[src/rtl/pic_pkg.sv]
// Shared types, constants and helpers for the PIC interrupt-acknowledge sequencer.
package pic_pkg;

    localparam int unsigned NUM_IR = 8;
    localparam logic [2:0] SPURIOUS_IR = 3'd7;

    typedef enum logic [1:0] {
        StIdle,
        StReq,
        StAck1,
        StAck2
    } state_e;

    function automatic logic [7:0] compose_vector(input logic [4:0] base, input logic [2:0] id);
        return {base, id};
    endfunction

endpackage

[src/rtl/pic_prio_resolve.sv]
// Fixed-priority resolver: lowest-index request above the highest-priority in-service bit.
module pic_prio_resolve
    import pic_pkg::*;
(
    input  logic [NUM_IR-1:0] ir_req,
    input  logic [NUM_IR-1:0] isr,
    output logic              valid,
    output logic [2:0]        id
);

    logic blocked;

    always_comb begin
        valid   = 1'b0;
        id      = '0;
        blocked = 1'b0;
        for (int unsigned i = 0; i < NUM_IR; i++) begin
            // An in-service bit masks its own level and everything below it.
            if (isr[i]) begin
                blocked = 1'b1;
            end
            if (!blocked && !valid && ir_req[i]) begin
                valid = 1'b1;
                id    = 3'(i);
            end
        end
    end

endmodule

[src/rtl/pic_inta_sequencer.sv]
// PIC INT/INTA sequencer: priority resolve, two-pulse INTA, cascade and vector drive, ISR/EOI.
// Define PIC_AUTO_EOI_EN to clear the serviced ISR bit automatically on the second INTA rise.
module pic_inta_sequencer
    import pic_pkg::*;
(
    input  logic              clk,
    input  logic              rst_n,
    input  logic [NUM_IR-1:0] ir_req,
    input  logic              sngl,
    input  logic              sp_en,
    input  logic [NUM_IR-1:0] slave_map,
    input  logic [2:0]        slave_id,
    input  logic [4:0]        vector_base,
    input  logic              inta_n,
    input  logic              eoi,
    input  logic [2:0]        cas_in,
    output logic              int_out,
    output logic [2:0]        cas_out,
    output logic              cas_oe,
    output logic [7:0]        data_out,
    output logic              data_oe,
    output logic [NUM_IR-1:0] isr
);

    state_e            state_q, state_d;
    logic              inta_q, inta_d;
    logic              win_valid_q, win_valid_d;
    logic [2:0]        win_id_q, win_id_d;
    logic [2:0]        irq_id_q, irq_id_d;
    logic              spurious_q, spurious_d;
    logic              respond_q, respond_d;
    logic [NUM_IR-1:0] isr_q, isr_d;
    logic              sngl_q, sngl_d;
    logic              sp_en_q, sp_en_d;
    logic [NUM_IR-1:0] slave_map_q, slave_map_d;
    logic [2:0]        slave_id_q, slave_id_d;
    logic [4:0]        vec_base_q, vec_base_d;

    logic              req_valid, eoi_valid;
    logic [2:0]        req_id, eoi_id;
    logic [NUM_IR-1:0] set_mask, clr_mask;

    logic inta_fall, inta_rise;
    logic is_master, is_slave, slave_on_id, cas_match;

    assign inta_fall   = inta_q & ~inta_n;
    assign inta_rise   = ~inta_q & inta_n;
    assign is_master   = sngl_q | sp_en_q;
    assign is_slave    = ~sngl_q & ~sp_en_q;
    assign slave_on_id = ~sngl_q & sp_en_q & slave_map_q[irq_id_q];
    assign cas_match   = (cas_in == slave_id_q);

    pic_prio_resolve u_req_resolve (
        .ir_req (ir_req),
        .isr    (isr_q),
        .valid  (req_valid),
        .id     (req_id)
    );

    // Resolving the ISR against nothing yields its highest-priority set bit.
    pic_prio_resolve u_eoi_resolve (
        .ir_req (isr_q),
        .isr    ('0),
        .valid  (eoi_valid),
        .id     (eoi_id)
    );

    always_ff @(posedge clk) begin
        if (!rst_n) begin
            state_q <= StIdle;
        end else begin
            state_q <= state_d;
        end
    end

    always_comb begin
        state_d = state_q;
        unique case (state_q)
            StIdle: if (win_valid_q) state_d = StReq;
            StReq:  if (inta_fall) state_d = StAck1;
            StAck1: if (inta_fall) state_d = (is_slave && !cas_match) ? StIdle : StAck2;
            StAck2: if (inta_rise) state_d = StIdle;
            default: state_d = StIdle;
        endcase
    end

    always_comb begin
        inta_d      = inta_n;
        win_valid_d = (state_q == StIdle) && req_valid;
        win_id_d    = req_id;
        irq_id_d    = irq_id_q;
        spurious_d  = spurious_q;
        respond_d   = respond_q;
        sngl_d      = sngl_q;
        sp_en_d     = sp_en_q;
        slave_map_d = slave_map_q;
        slave_id_d  = slave_id_q;
        vec_base_d  = vec_base_q;
        set_mask    = '0;
        clr_mask    = '0;

        if (state_q == StIdle && win_valid_q) begin
            irq_id_d    = win_id_q;
            spurious_d  = 1'b0;
            respond_d   = 1'b0;
            sngl_d      = sngl;
            sp_en_d     = sp_en;
            slave_map_d = slave_map;
            slave_id_d  = slave_id;
            vec_base_d  = vector_base;
        end

        if (state_q == StReq && inta_fall) begin
            irq_id_d   = req_valid ? req_id : SPURIOUS_IR;
            spurious_d = ~req_valid;
            if (is_master && req_valid) begin
                set_mask[req_id] = 1'b1;
            end
        end

        if (state_q == StAck1 && inta_fall) begin
            if (is_slave) begin
                respond_d = cas_match;
                if (cas_match && !spurious_q) begin
                    set_mask[irq_id_q] = 1'b1;
                end
            end else begin
                respond_d = ~slave_on_id;
            end
        end

`ifdef PIC_AUTO_EOI_EN
        // Reaching ACK2 non-spurious means this sequence set isr[irq_id].
        if (state_q == StAck2 && inta_rise && !spurious_q) begin
            clr_mask[irq_id_q] = 1'b1;
        end
`endif

        if (eoi && eoi_valid) begin
            clr_mask[eoi_id] = 1'b1;
        end

        isr_d = (isr_q & ~clr_mask) | set_mask;
    end

    always_ff @(posedge clk) begin
        if (!rst_n) begin
            inta_q      <= 1'b1;
            win_valid_q <= 1'b0;
            win_id_q    <= '0;
            irq_id_q    <= '0;
            spurious_q  <= 1'b0;
            respond_q   <= 1'b0;
            isr_q       <= '0;
            sngl_q      <= 1'b0;
            sp_en_q     <= 1'b0;
            slave_map_q <= '0;
            slave_id_q  <= '0;
            vec_base_q  <= '0;
        end else begin
            inta_q      <= inta_d;
            win_valid_q <= win_valid_d;
            win_id_q    <= win_id_d;
            irq_id_q    <= irq_id_d;
            spurious_q  <= spurious_d;
            respond_q   <= respond_d;
            isr_q       <= isr_d;
            sngl_q      <= sngl_d;
            sp_en_q     <= sp_en_d;
            slave_map_q <= slave_map_d;
            slave_id_q  <= slave_id_d;
            vec_base_q  <= vec_base_d;
        end
    end

    always_comb begin
        int_out  = (state_q == StReq);
        cas_oe   = ((state_q == StAck1) || (state_q == StAck2)) && slave_on_id;
        cas_out  = cas_oe ? irq_id_q : 3'd0;
        data_oe  = (state_q == StAck2) && respond_q;
        data_out = data_oe ? compose_vector(vec_base_q, irq_id_q) : 8'h00;
        isr      = isr_q;
    end

endmodule
[config.mk]
export PLATFORM = sky130hd
export DESIGN_NAME = pic_inta_sequencer
export DESIGN_NICKNAME = d
export VERILOG_FILES = /design/src/rtl/pic_pkg.sv /design/src/rtl/pic_prio_resolve.sv /design/src/rtl/pic_inta_sequencer.sv
export SDC_FILE = /design/constraint.sdc
export NUM_CORES = 1
export LEC_CHECK = 0
export ABC_CLOCK_PERIOD_IN_PS = 5800
export CAP_MARGIN = 0
export CORE_MARGIN = 8
export CORE_UTILIZATION = 40
export CTS_CLUSTER_DIAMETER = 150
export DETAILED_ROUTE_END_ITERATION = 7
export PLACE_DENSITY = 0.69
export REMOVE_ABC_BUFFERS = 1
export SLEW_MARGIN = 0
export SYNTH_ARGS = -nofsm -noshare
export SYNTH_HDL_FRONTEND = slang
export SYNTH_SLANG_ARGS = --single-unit
[constraint.sdc]
create_clock -name clk -period 5.8 [get_ports clk]
set_clock_uncertainty 0.2 [all_clocks]
set_input_delay 1.16 -clock clk [delete_from_list [all_inputs] [get_ports clk]]
set_output_delay 1.16 -clock clk [all_outputs]
set_load 0.02 [all_outputs]
---- Word-level counts from Yosys, hierarchy flattened ----
Index checks and enable logic that the tools add are counted.
cells by class
  $lt $le $gt $ge ......................... 6
  eq/ne operators ......................... 8
  muxes and demuxes ....................... 66
  bitwise logic cells ..................... 16
  reductions and logical operators ........ 63
operators by type and width
  operator              number
  $mux W8               7
  $mux W3               12
  $logic_and A1 B1 Y1   35
  $mux W1               33
  $logic_not A1 Y1      23
  $mux W2               9
  $or A8 B8 Y8          2
  $lt A3 B4 Y1 const B  3
  $demux W1 S3          3
  $ge A3 B1 Y1 const B  3
  $and A8 B8 Y8         1
  $not A8 Y8            1
  $pmux W2 S4           1
  $ne A2 B2 Y1 const B  3
  $not A1 Y1            6
  $and A1 B1 Y1         5
  $eq A2 B2 Y1 const B  2
  $reduce_and A4 Y1     1
  $reduce_bool A2 Y1    2
  $bmux W1 S3           1
  $eq A3 B3 Y1          1
  $eq A2 B1 Y1 const B  1
  $logic_not A2 Y1      1
  $ne A2 B1 Y1 const B  1
  other kinds (2)       2
storage, ports and cells
  register bits ........................... 38
  input bits .............................. 33
  output and inout bits ................... 22

---- Logic depth before layout (Yosys ltp) ----
Gate-level depths: netlist (run 1).
  word-level depth ........................ 43
  depth in mapped cells ................... 6

---- Cells and area by module ----
Synthesis (run 1) repeated with hierarchy kept, for this count alone.
second synthesis, totals
  cell total of the unflattened synthesis .. 287
  area total of the unflattened synthesis .. 2203.4 um^2
by module, submodules not included
  module              times used  cells an instance  area each (um^2)  seq. area each (um^2)
  pic_inta_sequencer  1           231                1908.1            760.7
  pic_prio_resolve    2           28                 147.6             0.0

---- Worst setup path after synthesis (run 1) ----
Ideal clock, no wire load.
  kind .................................... reg-to-output
  from .................................... register irq_id_q[2]
  to ...................................... output cas_out[0]
  arrival time ............................ 1826 ps
  data required time ...................... 4440 ps
  setup slack ............................. 2614 ps
  stages on the path, launching flop included .. 7
  buffers on the path ..................... 1
  cells stage by stage .................... dfxtp_1 -> clkbuf_1 -> or3b_2 -> a21oi_1 -> o311ai_0 -> or2_2 -> nor2_1
on the way
  cells in the longest elaborated chain, start to end .. 5
RTL lines
  element                        RTL line                   RTL
  start, declared                pic_inta_sequencer.sv:29   logic [2:0] irq_id_q, irq_id_d;
  start signal, assigned         pic_inta_sequencer.sv:164  irq_id_q <= irq_id_d;
  $bmux W1 S3                    pic_inta_sequencer.sv:50   assign slave_on_id = ~sngl_q & sp_en_q & slave_map_q[irq_id_q];
  $mux W1 (implied by the code)  pic_inta_sequencer.sv:50
  $and A1 B1 Y1                  pic_inta_sequencer.sv:50
  $logic_and A1 B1 Y1            pic_inta_sequencer.sv:178  cas_oe = ((state_q == StAck1) || (state_q == StAck2)) && slave_on_id;
  $mux W3                        pic_inta_sequencer.sv:179  cas_out = cas_oe ? irq_id_q : 3'd0;
  end, declared                  pic_inta_sequencer.sv:18   output logic [2:0] cas_out,
No other way between the ends. The select of a mux whose other input is x is not followed.

---- Final worst setup path (run 1) ----
  from .................................... register irq_id_q[0]
  to ...................................... output cas_out[1]
The elaborated chain is that of the path after synthesis.

==> flow_summary.json, run 1 <==
{
  "outcome": "finished clean",
  "worstSetupPathType": "reg -> out",
  "antenna_found_initial": 0,
  "drc_errors": 0,
  "syn_avg_cell_area_sq_um": 7.643,
  "row_count": 25,
  "initial_utilization": 0.4147,
  "dp.cells": 365,
  "hold_buffers": 0,
  "fin_crit_ns": 4.113,
  "worstRegToRegCells": 4,
  "path_common_cell": "o311ai_0",
  "drt-total-wl_um": 5468,
  "drv_slew": 0,
  "dieArea_sq_um": 7432,
  "grt-ovfl-total": 0,
  "grt_setup_unrepaired": "false",
  "die_y_um": 86.21,
  "rrSetupSlack_ns": 3.42,
  "synthArstFlopShare": 0,
  "cts_buffers": 5,
  "grt_pass1_vias": 1786,
  "via_count": 1999,
  "reg2reg_to": "isr[3]$_SDFF_PN0_",
  "slew_headroom": 0.4826,
  "hold_start": "vec_base_q[1]$_SDFFE_PN0P_",
  "clk_pin_slew_worst_paths_ns": 0.07,
  "diodes": 0,
  "total_power_mw": 0.6210,
  "floorplan.die.width_um": 86.21,
  "clock_sinks": 38,
  "synth_ff_type": "dfxtp_1",
  "drive_above_1_share": 0.04902,
  "placed_area_sq_um": 2547,
  "htreeDepth": 2,
  "leakagePower_nw": 0.9426,
  "min_path_cells": 2,
  "cts_tree": "built",
  "clockBufferDepth": 2,
  "seq_area_frac_synth": 0.3858,
  "tightest_slew_ns": 0.7714,
  "routed_via_density": 5.359,
  "port_buffers": 54,
  "yosysWarnings": 0,
  "min_path_type": "reg -> reg",
  "crit_chain": "or4bb_1 > o311ai_0 > o311ai_0 > or2_2 > nor2_1 > clkdlybuf4s50_1",
  "clock.fmax_mhz": 243.1,
  "grt_pass1_wl_um": 8783,
  "crit_path_max_fanout": 12,
  "clock_insertion_delay_worst_skew_ns": 0.30,
  "synth_edf_count": 0,
  "fin_cells": 373,
  "peakVddDrop_v": 0.0001566,
  "r2r-start": "isr[0]$_SDFF_PN0_",
  "grt_usage": 0.1476,
  "crit_path_end_kind": "output pin",
  "setup_ws_ns": 1.687,
  "synth_cell_types": 47,
  "cts_setup_buffers": 0,
  "min_period_over_period": 0.7091,
  "required_ns": 4.44,
  "routedWlPerCell_um": 14.66,
  "grt_max_degree": 28,
  "area_growth_pct": 34.71,
  "io_pins": 55,
  "cp_data_arrival_time_ns": 2.75,
  "core_sq_um": 4755,
  "hold_violations": 0,
  "drtIter0Drc": 182,
  "ys_seq_elements": 38,
  "syn_area_sq_um": 1972,
  "syn_inst": 258,
  "tns_ns": 0,
  "cp_slowest_stage_delay_ns": 0.61,
  "setup.worst_path.start_class": "flop",
  "slowest_stage": "clkdlybuf4s50_1",
  "powerDensity_nw_per_um2": 233.8,
  "cts-resized-gates": 0,
  "dr.pass1.iters": 4,
  "pre_cts_slack_ns": 2.015,
  "cts_root_buffer": "clkbuf_8",
  "drtAntennaViolNets": 0,
  "whs_endpoint": "vec_base_q[1]$_SDFFE_PN0P_",
  "postLayoutCellArea_sq_um": 2656,
  "routabilityCongestion": 0.8684,
  "finalSetupViolCount": 0,
  "nets": 338,
  "maxCapViolations": 0,
  "dp_hpwl_um": 4006
}
[power by group]
part	switching [mW]	total (mW)	internal [mW]
clock network	0.0954	0.222	0.127
registers	0.0158	0.293	0.277
logic	0.0565	0.106	0.0492
[worst max-delay path: cells and delay by family (launching register included)]
| family | cells | cell delay (ns) |
|---|---|---|
| simple gates | 3 | 0.95 |
| buf+inv | 1 | 0.61 |
| flops | 1 | 0.57 |
| compound gates | 2 | 0.33 |
[cell usage after synthesis, types with 2 or more instances]
| library cell | number | area (sq um) |
|---|---|---|
| nand2_1 | 47 | 176.4 |
| dfxtp_1 | 38 | 760.7 |
| a21oi_1 | 28 | 140.1 |
| clkbuf_1 | 15 | 56.30 |
| nor2_1 | 13 | 48.80 |
| and2_1 | 11 | 68.82 |
| o21ai_0 | 11 | 55.05 |
| inv_1 | 9 | 33.78 |
| nand3_1 | 8 | 40.04 |
| nor2b_1 | 7 | 43.79 |
| nor3_1 | 7 | 35.03 |
| or3_1 | 4 | 25.02 |
| a31oi_1 | 3 | 18.77 |
| a32oi_1 | 3 | 26.28 |
| nand3b_1 | 3 | 22.52 |
| nand4_1 | 3 | 18.77 |
| o21a_1 | 3 | 22.52 |
| o31ai_1 | 3 | 22.52 |
| xnor2_1 | 3 | 26.28 |
| a211oi_1 | 2 | 15.01 |
| and3_1 | 2 | 12.51 |
| mux2i_1 | 2 | 20.02 |
| nand2b_1 | 2 | 12.51 |
| nand4b_1 | 2 | 17.52 |
| nor4b_1 | 2 | 17.52 |
| o211a_1 | 2 | 20.02 |
| o211ai_1 | 2 | 15.01 |
| o21bai_1 | 2 | 15.01 |
| o311ai_0 | 2 | 17.52 |
| or4_1 | 2 | 15.01 |
[flip-flops by register name (all words and copies together), names as in the netlist]
| signal | count |
|---|---|
| win_valid_q | 1 |
| irq_id_q | 3 |
| vec_base_q | 5 |
| state_q | 2 |
| isr | 8 |
| slave_id_q | 3 |
| slave_map_q | 8 |
| respond_q | 1 |
| sp_en_q | 1 |
| inta_q | 1 |
| sngl_q | 1 |
| win_id_q | 3 |
| spurious_q | 1 |
[worst max path at each step]
stage                              to  cells after the start                startpoint  slack [ns]
floorplan                  cas_out[0]                      5  irq_id_q[2]$_SDFFE_PN0P_        2.71
global route               cas_out[1]                      6  irq_id_q[0]$_SDFFE_PN0P_        1.58
finish                     cas_out[1]                      6  irq_id_q[0]$_SDFFE_PN0P_        1.69
global placement    isr[1]$_SDFF_PN0_                      5                     rst_n        2.05
detailed placement  isr[4]$_SDFF_PN0_                      5                     rst_n        2.01
CTS                        cas_out[1]                      6  irq_id_q[0]$_SDFFE_PN0P_        1.72
[cells by family after synthesis]
family          synth area share
simple gates              0.3109
mux                      0.01586
xor+xnor                 0.01333
flops                     0.3858
compound gates            0.2265
buf+inv                  0.04758
[per-stage QoR]
stage	util	hold slack [ns]
after detailed placement	0.5358	0.2420
after global placement	0.5358	0.2377
after global routing	0.5587	0.2753
after CTS	0.5587	0.2529
after floorplan	-	0.2317
final	0.5587	0.2515
[metal layers]
| metal | up-vias | part of all wire | global-route usage |
|---|---|---|---|
| met4 | 0 | 0.013 | 0.06103 |
| met1 | 935 | 0.46 | 0.1940 |
| li1 | 1005 | - | - |
| met5 | - | 0 | 0 |
| met3 | 6 | 0.061 | 0.03403 |
| met2 | 53 | 0.46 | 0.2260 |
[placed cells by master (no fill, tap or decap), drive strengths merged, types with 5 or more instances in the layout]
cell / n
clkdlybuf4s50: 54
nor2: 13
dfxtp: 38
clkbuf: 5
o21ai: 11
a21oi: 28
nand3: 8
and2: 12
nand2: 47
nor2b: 7
inv: 9
nor3: 7
[final cells by class]
class | instances | area, sq um
fill | 483 | 2098
multi-input combinational | 195 | 1117
sequential | 38 | 760.7
timing repair buffer | 55 | 548.0
tap | 67 | 83.83
clock buffer | 5 | 68.82
clock inverter | 3 | 40.04
inverter | 10 | 37.54
No activity file was read; power rests on OpenSTA's default activity.
==> run 2: changes to the inputs <==
Settings changed: ABC_CLOCK_PERIOD_IN_PS 5800 to 3400, PLACE_DENSITY 0.69 to 0.71.
Clock period 5.8 ns to 3.4 ns, I/O delays scaled along.
==> flow_summary.json, run 2 (synthesis gave the netlist of run 1 again) <==
{
  "outcome": "finished clean",
  "routabilityCongestion": 0.8796,
  "met1_usage": 0.1989,
  "min_path_cells": 2,
  "worstSetupPathType": "reg -> out",
  "htreeDepth": 2,
  "row_count": 25,
  "hold_buffers": 0,
  "antenna_found_initial": 0,
  "final_common_cell": "clkdlybuf4s50_1",
  "tns_ns": 0,
  "die_y_um": 86.21,
  "crit_path_end_kind": "output pin",
  "combPwrFrac": 0.185,
  "num-fill-cells": 480,
  "grt-ovfl-total": 0,
  "hold_start": "vec_base_q[0]$_SDFFE_PN0P_",
  "slew_headroom": 0.5861,
  "crit_path_start": "irq_id_q[2]$_SDFFE_PN0P_",
  "cp_data_arrival_time_ns": 2.37,
  "clock_sinks": 38,
  "clkPwrFrac": 0.318,
  "min_path_type": "reg -> reg",
  "drv_slew": 0,
  "drtIter0Drc": 138,
  "drc_errors": 0,
  "grt_pass1_wl_um": 8742,
  "grt_setup_unrepaired": "false",
  "hold_violations": 0,
  "layout_common_cells": "clkdlybuf4s50_1, nand2_1, dfxtp_1",
  "drt-total-wl_um": 5560,
  "peakVddDrop_v": 0.0002477,
  "dp_hpwl_um": 4253,
  "fin_crit_ns": 3.250,
  "setup.worst_path.start_class": "flop",
  "endpoint": "cas_out[0]",
  "cts_setup_buffers": 0,
  "grt_busiest_layer": "met2",
  "cts-resized-gates": 4,
  "total_power_mw": 1.003,
  "grt_pass1_vias": 1759,
  "worstRegToRegCells": 4,
  "leakagePower_nw": 0.9721,
  "finalSetupViolCount": 0,
  "p_switching_mw": 0.2786,
  "globalRouteMet2Util": 0.2253,
  "r2r-start": "isr[0]$_SDFF_PN0_",
  "routed_via_density": 5.398,
  "clockBufferDepth": 2,
  "diodes": 0,
  "io_pins": 55,
  "p_int_mw": 0.7242,
  "tightest_slew_ns": 0.6193,
  "clk_pin_slew_worst_paths_ns": 0.07,
  "powerDensity_nw_per_um2": 376.5,
  "cts_tree": "built",
  "grt_max_degree": 21,
  "grt_usage": 0.1474,
  "crit_path_max_fanout": 11,
  "dieArea_sq_um": 7432,
  "drive_above_1_share": 0.05806,
  "clock_insertion_delay_worst_skew_ns": 0.29,
  "initial_utilization": 0.4147,
  "nets": 342,
  "via_count": 2035,
  "clock.fmax_mhz": 307.7,
  "floorplan.die.width_um": 86.21,
  "cts_buffers": 5,
  "reg2reg_to": "isr[3]$_SDFF_PN0_",
  "min_period_over_period": 0.9559,
  "power_frac_seq": 0.498,
  "cts_root_buffer": "clkbuf_8",
  "rrSetupSlack_ns": 0.92,
  "drtAntennaViolNets": 0,
  "port_buffers": 54,
  "dr.pass1.iters": 4,
  "maxCapViolations": 0,
  "use_met3": 0.03970,
  "required_ns": 2.52,
  "p_sw_frac": 0.2778,
  "routedWlPerCell_um": 14.75,
  "area_growth_pct": 35.09,
  "core_sq_um": 4755
}
run 2: critical path, cell delays in order, from the launching register on:
cell,delay (ns)
dfxtp_1,0.41
or3b_2,0.50
a21oi_1,0.17
o311ai_0,0.21
or2_2,0.37
nor2_1,0.09
dlygate4sd2_1,0.34
run 2: cell type report:
class                   count  area, sq um  share of cell area
flip-flops and latches     38        760.7              0.2856
well taps                  67        83.83             0.03147
clock buffers               7        86.33             0.03241
clock inverters             1        5.005            0.001879
repair buffers             59        573.1              0.2151
inverters                  10        37.54             0.01409
multi-input cells         195         1117              0.4194
run 2: metrics by stage:
| stage | hold slack, ns | utilization | instance area (sq um) | instances | setup slack (ns) |
|---|---|---|---|---|---|
| after global routing | 0.2654 | 0.5603 | 2664 | 377 | 0.01192 |
| after CTS | 0.2524 | 0.5603 | 2664 | 377 | 0.1666 |
| after detailed placement | 0.2423 | 0.5421 | 2577 | 369 | 0.2234 |
| final | 0.2502 | 0.5603 | 2664 | 377 | 0.1500 |
| after floorplan | 0.2317 | - | 1916 | 243 | 0.7920 |
| after global placement | 0.2386 | 0.5421 | 2577 | 369 | 0.2973 |
run 2: worst min path at each step:
stage,end,slack [ns]
3_5_place_dp,vec_base_q[0]$_SDFFE_PN0P_,0.24
6_report,vec_base_q[0]$_SDFFE_PN0P_,0.25
3_3_place_gp,vec_base_q[0]$_SDFFE_PN0P_,0.24
2_1_floorplan,vec_base_q[0]$_SDFFE_PN0P_,0.23
5_1_grt,vec_base_q[4]$_SDFFE_PN0P_,0.27
4_1_cts,vec_base_q[0]$_SDFFE_PN0P_,0.25
run 2: metal layers:
metal	wire length, um	part of all wire
met4	56	0.010
met2	2609	0.47
met1	2608	0.47
met5	0	0
met3	286	0.051
run 2: power by group through the flow:
stage | sequential [mW] | clock [mW] | combinational (mW)
floorplan | 0.503 | 0 | 0.104
global placement | 0.508 | 0 | 0.184
detailed placement | 0.509 | 0 | 0.185
CTS | 0.499 | 0.325 | 0.185
global route | 0.504 | 0.344 | 0.206
finish | 0.499 | 0.319 | 0.185
==> run 3: changes to the inputs <==
Settings changed: REMOVE_ABC_BUFFERS 1 to not set.
==> flow_summary.json, run 3 (synthesis gave the netlist of run 1 again) <==
{
  "routabilityCongestion": 0.8748,
  "num-fill-cells": 484,
  "port_buffers": 54,
  "min_period_over_period": 0.9355,
  "dieArea_sq_um": 7432,
  "min_path_type": "reg -> reg",
  "cts_tree": "built",
  "floorplan.die.width_um": 86.21,
  "hold_buffers": 0,
  "finalSetupViolCount": 0,
  "via_count": 2025,
  "dp.cells": 370,
  "routed_via_density": 5.357,
  "antenna_found_initial": 0,
  "multiInputGateArea_sq_um": 1117,
  "hold_violations": 0,
  "drtIter0Drc": 214,
  "grt_max_degree": 22,
  "clock_sinks": 38,
  "fin_crit_ns": 3.181,
  "critical_path_buf_inv_count": 1,
  "grt_pass1_wl_um": 9280,
  "clock.fmax_mhz": 314.4,
  "peakVddDrop_v": 0.0002106,
  "initial_utilization": 0.4147,
  "placed_area_sq_um": 2585,
  "min_path_cells": 2,
  "cts_root_buffer": "clkbuf_8",
  "nets": 343,
  "tightest_slew_ns": 0.6655,
  "routedWlPerCell_um": 14.74,
  "outcome": "finished clean",
  "clock_insertion_delay_worst_skew_ns": 0.29,
  "cts_setup_buffers": 0,
  "row_count": 25,
  "whs_endpoint": "vec_base_q[0]$_SDFFE_PN0P_",
  "drt-total-wl_um": 5571,
  "postLayoutCellArea_sq_um": 2673,
  "crit_path_end_kind": "output pin",
  "cts_buffers": 5,
  "htreeDepth": 2,
  "drive_above_1_share": 0.06431,
  "io_pins": 55,
  "cpLargestDelayFamily": "simple AND/OR/NAND/NOR gates",
  "total_power_mw": 1.012,
  "worstRegToRegCells": 4,
  "hold_start": "vec_base_q[0]$_SDFFE_PN0P_",
  "rrSetupSlack_ns": 1.03,
  "cts-resized-gates": 5,
  "grt_pass1_vias": 1979,
  "dr.pass1.iters": 4,
  "required_ns": 2.52,
  "drv_slew": 0,
  "drtAntennaViolNets": 0,
  "drc_errors": 0,
  "powerDensity_nw_per_um2": 378.5,
  "die_y_um": 86.21,
  "clk_pin_slew_worst_paths_ns": 0.07,
  "r2r-start": "isr[0]$_SDFF_PN0_",
  "core_sq_um": 4755,
  "layout_common_cells": "clkdlybuf4s50_1, nand2_1, dfxtp_1",
  "cp_data_arrival_time_ns": 2.30,
  "diodes": 0,
  "area_growth_pct": 35.53,
  "worstSetupPathType": "reg -> out",
  "grt_usage": 0.1544,
  "leakagePower_nw": 0.9774,
  "slowest_stage": "or3b_2",
  "syn-num-nets": 291,
  "setup.worst_path.start_class": "flop",
  "final_common_cell": "clkdlybuf4s50_1",
  "cp_slowest_stage_delay_ns": 0.50,
  "grt_setup_unrepaired": "false",
  "dp_hpwl_um": 4104,
  "seq_area_sq_um": 762.0,
  "tns_ns": 0,
  "clockBufferDepth": 2,
  "grt-ovfl-total": 0,
  "maxCapViolations": 0,
  "slew_headroom": 0.5552,
  "reg2reg_to": "isr[3]$_SDFF_PN0_",
  "crit_path_max_fanout": 11,
  "crit_chain": "or3b_2 > a21oi_1 > o311ai_0 > or2_2 > nor2_1 > dlygate4sd2_1",
  "fin_cells": 378
}
==> run 3: worst reg2reg max path: stages (launching register included) <==
cell	delay [ns]
dfxtp_1	0.38
or4_4	0.60
or4_1	0.44
o31a_1	0.37
o31ai_1	0.27
==> run 3: worst max path at each step <==
| stage | start | to | slack (ns) | cells past startpoint |
|---|---|---|---|---|
| after global routing | irq_id_q[2]$_SDFFE_PN0P_ | cas_out[2] | 0.07 | 6 |
| after floorplan | irq_id_q[2]$_SDFFE_PN0P_ | cas_out[0] | 0.69 | 6 |
| final | irq_id_q[2]$_SDFFE_PN0P_ | cas_out[1] | 0.22 | 6 |
| after CTS | irq_id_q[2]$_SDFFE_PN0P_ | cas_out[1] | 0.21 | 6 |
| after global placement | irq_id_q[2]$_SDFFE_PN0P_ | cas_out[0] | 0.30 | 6 |
| after detailed placement | irq_id_q[0]$_SDFFE_PN0P_ | cas_out[1] | 0.25 | 6 |
==> run 3: layout make-up <==
type                    instances  area share
clock inverters                 1    0.001873
well taps                      67     0.03137
repair buffers                 60      0.2172
multi-input cells             195      0.4181
flip-flops and latches         38      0.2851
clock buffers                   7     0.03230
inverters                      10     0.01404
==> run 3: stage by stage <==
stage | worst slack (ns) | hold slack (ns) | utilization
floorplan | 0.6943 | 0.2317 | -
global placement | 0.2995 | 0.2372 | 0.5437
detailed placement | 0.2518 | 0.2437 | 0.5437
CTS | 0.2058 | 0.2543 | 0.5621
global route | 0.06969 | 0.2778 | 0.5621
finish | 0.2193 | 0.2519 | 0.5621
==> run 3: layer usage <==
layer | global-route usage | share of wire | up-vias
li1 | - | - | 1020
met1 | 0.1963 | 0.46 | 924
met2 | 0.2344 | 0.44 | 72
met3 | 0.05955 | 0.092 | 9
met4 | 0.04695 | 0.011 | 0
met5 | 0 | 0 | -
==> run 3: report_power, final <==
part	internal (mW)	leakage (nW)	switching, mW
clock network	0.164	0.0482	0.162
registers	0.474	0.310	0.0268
logic	0.0880	0.619	0.0979
